===== config.mk =====
export PLATFORM = sky130hd
export DESIGN_NAME = pc_gen
export DESIGN_NICKNAME = d
export VERILOG_FILES = /design/src/rtl/pc_gen_pkg.sv /design/src/rtl/pc_fetch_counter.sv /design/src/rtl/pc_gen.sv
export SDC_FILE = /design/constraint.sdc
export NUM_CORES = 1
export LEC_CHECK = 0
export CAP_MARGIN = 10
export CORE_MARGIN = 1.5
export CORE_UTILIZATION = 38
export DETAILED_ROUTE_END_ITERATION = 8
export HOLD_SLACK_MARGIN = 0.03
export MAX_ROUTING_LAYER = met4
export PLACE_DENSITY_LB_ADDON = 0.08
export SYNTH_ARGS = -nofsm -noshare
export SYNTH_HDL_FRONTEND = slang
export SYNTH_SLANG_ARGS = --single-unit

===== constraint.sdc =====
create_clock -name clk -period 2.2 [get_ports clk]
set_input_delay 0.44 -clock clk [delete_from_list [all_inputs] [get_ports clk]]
set_output_delay 0.44 -clock clk [all_outputs]
set_load 0.02 [all_outputs]

===== src/rtl/pc_gen_pkg.sv =====
// Shared types for the program-counter generator.
package pc_gen_pkg;

    typedef enum logic [1:0] {
        BOOT  = 2'd0,
        RUN   = 2'd1,
        REDIR = 2'd2
    } state_t;

endpackage


===== src/rtl/pc_fetch_counter.sv =====
// Free-running wrap-around event counter with enable and async active-low reset.
module pc_fetch_counter #(
    parameter int CNT_W = 16
) (
    input  logic             clk,
    input  logic             rst_n,
    input  logic             i_en,
    output logic [CNT_W-1:0] o_cnt
);

    logic [CNT_W-1:0] r_cnt;

    always_ff @(posedge clk or negedge rst_n) begin
        if (!rst_n) begin
            r_cnt <= '0;
        end else if (i_en) begin
            r_cnt <= r_cnt + CNT_W'(1);
        end
    end

    assign o_cnt = r_cnt;

endmodule


===== src/rtl/pc_gen.sv =====
// Program-counter generator: fetch handshake, redirects with epoch tagging, fetch counter.
// Build option PC_MISALIGN_TRAP_EN rejects misaligned redirects and reports them.
//
//   state | meaning
//   BOOT  | first cycle after reset release, no fetch
//   RUN   | sequential fetch, request valid unless stalled
//   REDIR | one-cycle bubble after an accepted redirect
module pc_gen
    import pc_gen_pkg::*;
#(
    parameter int              XLEN      = 32,
    parameter logic [XLEN-1:0] RESET_VEC = '0,
    parameter int              INC       = 4,
    parameter int              CNT_W     = 16
) (
    input  logic             clk,
    input  logic             rst_n,
    input  logic             stall_i,
    input  logic             redirect_valid_i,
    input  logic [XLEN-1:0]  redirect_target_i,
    output logic             fetch_valid_o,
    input  logic             fetch_ready_i,
    output logic [XLEN-1:0]  pc_o,
    output logic [XLEN-1:0]  pc_plus_o,
    output logic             fetch_epoch_o,
    output logic [CNT_W-1:0] fetch_cnt_o,
    output logic             misalign_o,
    output logic [XLEN-1:0]  misalign_addr_o
);

    state_t          r_state;
    logic [XLEN-1:0] r_pc;
    logic            r_epoch;
    logic            w_fetch_valid;
    logic            w_fire;
    logic            w_redir;
    logic [XLEN-1:0] w_target;

    assign w_fetch_valid = (r_state == RUN) && !stall_i;
    assign w_fire        = w_fetch_valid && fetch_ready_i;

`ifdef PC_MISALIGN_TRAP_EN
    logic            w_misalign;
    logic            r_misalign;
    logic [XLEN-1:0] r_misalign_addr;

    assign w_misalign = redirect_valid_i && (redirect_target_i[1:0] != 2'b00);
    assign w_redir    = redirect_valid_i && !w_misalign;
    assign w_target   = redirect_target_i;

    always_ff @(posedge clk or negedge rst_n) begin
        if (!rst_n) begin
            r_misalign      <= 1'b0;
            r_misalign_addr <= '0;
        end else begin
            r_misalign <= w_misalign;
            if (w_misalign) begin
                r_misalign_addr <= redirect_target_i;
            end
        end
    end

    assign misalign_o      = r_misalign;
    assign misalign_addr_o = r_misalign_addr;
`else
    // Misaligned targets are silently aligned down to a word boundary.
    assign w_redir         = redirect_valid_i;
    assign w_target        = redirect_target_i & {{(XLEN-2){1'b1}}, 2'b00};
    assign misalign_o      = 1'b0;
    assign misalign_addr_o = '0;
`endif

    always_ff @(posedge clk or negedge rst_n) begin
        if (!rst_n) begin
            r_state <= BOOT;
            r_pc    <= RESET_VEC;
            r_epoch <= 1'b0;
        end else if (w_redir) begin
            r_state <= REDIR;
            r_pc    <= w_target;
            r_epoch <= ~r_epoch;
        end else begin
            r_state <= RUN;
            if (w_fire) begin
                r_pc <= r_pc + XLEN'(INC);
            end
        end
    end

    pc_fetch_counter #(
        .CNT_W (CNT_W)
    ) u_fetch_counter (
        .clk   (clk),
        .rst_n (rst_n),
        .i_en  (w_fire),
        .o_cnt (fetch_cnt_o)
    );

    assign fetch_valid_o = w_fetch_valid;
    assign pc_o          = r_pc;
    assign pc_plus_o     = r_pc + XLEN'(INC);
    assign fetch_epoch_o = r_epoch;

endmodule


==> results.md, run 1 <==
- The H-tree was split into 2 levels.
- Of the available clock period, the critical path in the final layout requires 115%.
- The total standard cell area after synthesis is 0.00333 mm^2.
- The number of distinct library cells after synthesis is 39.
- Synthesis inferred 49 register bits.
- The family with the most delay on the worst path is simple AND/OR/NAND/NOR gates.
- The fraction of final layout cells sized beyond drive strength 1 is 38.8%.
- After clock tree synthesis, the clock-pin slew on the worst setup and hold paths is 0.12 ns.
- The initial utilization of the core area, before any placement, comes to 39.9%.
- The initial antenna violation count is 0.
- The class of the tightest hold or removal check is in -> async.
- The overall via count from detail_route is 3548.
- For this design the ratio of total power to cell area is 496 mW/mm^2.
- The floorplan step set the die height to 96.6 um.
- Setup violations remaining at the end of the flow were counted as 30.
- The overall power of the completed layout is 2.88 mW.
- For the worst-skew pair, the clock arrives at the later sink with an insertion delay of 0.32 ns.
- 152 I/O pins were placed.
- The count of buffering cells on the critical path with inverters included is 2.
- The post-route minimum period is 2.54 ns.
- The slack of the critical path is -0.339 ns.
- The worst-case IR drop observed on VDD is 0.000301 V.
- The hold violation count in the final report is 0.
- The worst pin sits at a relative slew slack of 66.8%.
- The region available for standard cell placement spans 0.00834 mm^2.
- The final number of max-transition violations is 0.
- The floorplan step set the die width to 96.6 um.
- The number of placed instances with taps included is 659.
- Global routing finished with a remaining overflow of 0.
- The transition time at the pin with the least slew margin is 0.493 ns.
- The count of input and output buffers is 112.
- The required time of the critical path is 1.76 ns.
- The tool flagged a number of max-cap violations equal to 0.
- The checks that failed: setup timing.
- OpenSTA, run right after detailed placement, puts the worst setup slack at -0.504 ns.
- The largest clock skew in the final design is 0.0174 ns.
- In the final routed layout, each cell accounts on average for 15.5 um.
- The hold slack is 0.0390 ns.
- The worst setup path is launched from a flip-flop.
- Clock tree synthesis selected as its root buffer the cell sky130_fd_sc_hd__clkbuf_8.
- The floorplan step defined a die boundary enclosing 0.00934 mm^2.
- In the routed design, unresolved DRC markers number 0.
- The detail route stage leaves a number of antenna-violating nets equal to 0.
- The number of global-route vias before repair is 3462.
- The share of the Yosys chip area taken by registers is 36.8%.
- The count of clock tree sinks is 49.
- The wire length reported by the detailed router is 10.7 mm.
- The average cell area after synthesis is 8.74 um^2.
- Static timing analysis puts the maximum clock frequency at 394 MHz.
- The count of fill cells added during filler insertion is 645.
- The global-route total usage across every layer is 21.9%.
- Yosys printed 0 warnings.
- For this design the static power due to leakage is 2.56 nW.
- The first-pass GRT wire length is 16.5 mm.
- Once layout is done, the placed cells without fillers occupy 0.00580 mm^2.
- The synthesized instance count is 381.
- The flow ran to the end, but the final reports show violations.
- Dividing the detail-routed via count by the number of cells gives 5.16.
- In the synthesized netlist the async set-or-reset flop fraction comes to 100%.
- The number of diodes added for antenna fixing is 0.
- The first detailed-routing pass ran for 4 iterations.
- Detailed placement finished with a half-perimeter wire length of 7.63 mm.
- The area growth from synthesis to layout is 74.1%.
- Entering global routing, the biggest net connects 40 pins.
- Data on the critical path arrives at its endpoint at 2.10 ns.
- Yosys mapped a number of flops with a built-in enable equal to 0.
- The number of hold-repair buffers added at the cts stage is 0.
- The largest incremental delay on the critical path is 0.64 ns.
- The number of cells in the finished layout apart from fillers is 687.
- The most frequent cell on the critical path is sky130_fd_sc_hd__buf_6.
- The kind of end point of the critical path is an output pin.
- The signal on the critical path passes through buf_6 -> nand4_4 -> or4_4 -> nor3_4 -> xor2_2 -> buf_6.
- The type of the worst setup path is reg -> out.
- For this block, the initial DRC count from the detailed router was 178.
- In this run, CTS created clock tree buffers numbering 5.
- The number of placement rows is 33.
- The worst-path cell with the longest stage delay is sky130_fd_sc_hd__or4_4.
- The placed instances occupy a cell area of 0.00532 mm^2.
- The clock tree from TritonCTS is built.
- The final-stage net count is 620.
- In this run the worst path has a maximum fanout of 5.
- Setup repair after global routing could not meet its margin everywhere.
- The congestion estimate from routability-driven global placement came to 0.833.
- The deepest clock path buffer count is 2.
- In the synthesized netlist the dominant register cell turns out to be sky130_fd_sc_hd__dfrtp_1.
==> through the flow <==
| stage | TNS, ns | utilization (%) |
|---|---|---|
| 5_1_grt | -7.56 | 69.5 |
| 2_1_floorplan | -1.48 | - |
| 4_1_cts | -5.50 | 67.7 |
| 6_report | -5.42 | 69.5 |
| 3_5_place_dp | -12.56 | 63.8 |
| 3_3_place_gp | -11.31 | 63.8 |
==> logic make-up (layout without fill, tap and decap cells) <==
family | after synthesis | after routing | synth area share (%)
DFF | 49 | 49 | 36.8
muxes | 1 | 1 | 0.301
AOI/OAI and AO/OA | 44 | 44 | 8.94
adders and majority gates | 2 | 2 | 0.751
xor gates and xnor gates | 54 | 54 | 14.2
buffers and inverters | 72 | 235 | 13.0
other | 1 | 37 | 0.113
and+or+nand+nor | 158 | 160 | 25.8
==> state kept, by name, indices dropped and copies added, names as in the netlist <==
signal and cells:
r_state 2, fetch_epoch_o 1, u_fetch_counter.o_cnt 16, pc_o 30
==> synthesized netlist by cell type (2+ instances only) <==
library cell,n,area share (%)
sky130_fd_sc_hd__dfrtp_1,49,37
sky130_fd_sc_hd__buf_4,41,9.2
sky130_fd_sc_hd__nand2_1,41,4.6
sky130_fd_sc_hd__nor2_1,32,3.6
sky130_fd_sc_hd__xor2_1,28,7.4
sky130_fd_sc_hd__xnor2_1,26,6.8
sky130_fd_sc_hd__or4_1,16,3.6
sky130_fd_sc_hd__clkbuf_1,15,1.7
sky130_fd_sc_hd__o21ai_0,14,2.1
sky130_fd_sc_hd__nand3_1,13,2.0
sky130_fd_sc_hd__nand4_1,13,2.4
sky130_fd_sc_hd__nor3_1,13,2.0
sky130_fd_sc_hd__a31oi_1,12,2.3
sky130_fd_sc_hd__nor4_1,8,1.5
sky130_fd_sc_hd__buf_2,7,1.1
sky130_fd_sc_hd__inv_1,7,0.79
sky130_fd_sc_hd__or3_1,6,1.1
sky130_fd_sc_hd__nand4bb_1,5,1.7
sky130_fd_sc_hd__o31ai_1,5,1.1
sky130_fd_sc_hd__o41ai_1,4,1.1
sky130_fd_sc_hd__nand3_2,3,0.90
sky130_fd_sc_hd__o211ai_1,3,0.68
sky130_fd_sc_hd__a211o_1,2,0.53
sky130_fd_sc_hd__and3_1,2,0.38
sky130_fd_sc_hd__ha_1,2,0.75
==> routing by layer <==
metal	GRT usage (%)	part of all wire (%)	wire length, um
met5	-	0	0
met4	5.24	1.8	191
met3	4.26	5.6	600
met2	37.3	51	5410
met1	27.0	42	4460
==> path summary, 6_finish.rpt <==
| kind | startpoint | to | slack (ns) | cells after the start |
|---|---|---|---|---|
| hold / removal | rst_n | u_fetch_counter.o_cnt[8] | 0.04 | 1 |
| min in group clk | fetch_epoch_o | fetch_epoch_o | 0.48 | 1 |
| setup reg to reg | pc_o[2] | pc_o[21] | -0.10 | 7 |
| hold reg to reg | fetch_epoch_o | fetch_epoch_o | 0.48 | 1 |
| max in group asynchronous | rst_n | pc_o[12] | 1.50 | 2 |
| setup / recovery | pc_o[16] | pc_plus_o[28] | -0.34 | 6 |
==> cells in the final DEF (no fill, tap or decap), types with 10 or more instances in the layout <==
cell type,n
sky130_fd_sc_hd__a31oi_1,12
sky130_fd_sc_hd__buf_4,108
sky130_fd_sc_hd__buf_6,23
sky130_fd_sc_hd__clkdlybuf4s50_1,81
sky130_fd_sc_hd__conb_1,37
sky130_fd_sc_hd__dfrtp_1,30
sky130_fd_sc_hd__dfrtp_2,19
sky130_fd_sc_hd__nand2_1,40
sky130_fd_sc_hd__nand3_1,12
sky130_fd_sc_hd__nand4_1,13
sky130_fd_sc_hd__nor2_1,21
sky130_fd_sc_hd__o21ai_0,14
sky130_fd_sc_hd__or4_1,10
sky130_fd_sc_hd__xnor2_1,20
sky130_fd_sc_hd__xor2_1,15
==> layout make-up <==
| cell class | instances | area [um^2] | area share [%] |
|---|---|---|---|
| clock buffers | 5 | 68.8 | 1.19 |
| clock inverters | 3 | 28.8 | 0.496 |
| inverters | 8 | 30.0 | 0.518 |
| multi-input cells | 298 | 2350 | 40.6 |
| flip-flops and latches | 49 | 1250 | 21.6 |
| well taps | 105 | 131 | 2.27 |
| repair buffers | 219 | 1940 | 33.4 |
==> timing repair <==
| action | CTS | global route |
|---|---|---|
| setup endpoints to repair | 33 | 37 |
| pin swaps | 25 | 20 |
| cloned | 1 | 1 |
| setup buffers | 13 | 12 |
| resized for setup | 172 | 30 |
==> power breakdown <==
group	total (mW)	internal (mW)	switching (mW)
sequential	1.10	0.998	0.107
clock	0.603	0.239	0.364
combinational	1.17	0.561	0.609
total	2.88	1.80	1.08
(Power assumes the default switching activity.)
==> run 2: changes to the inputs <==
- CAP_MARGIN: 10 -> 20
==> results of run 2 <==
No change in the layout: final DEF, timing and power equal those of run 1.
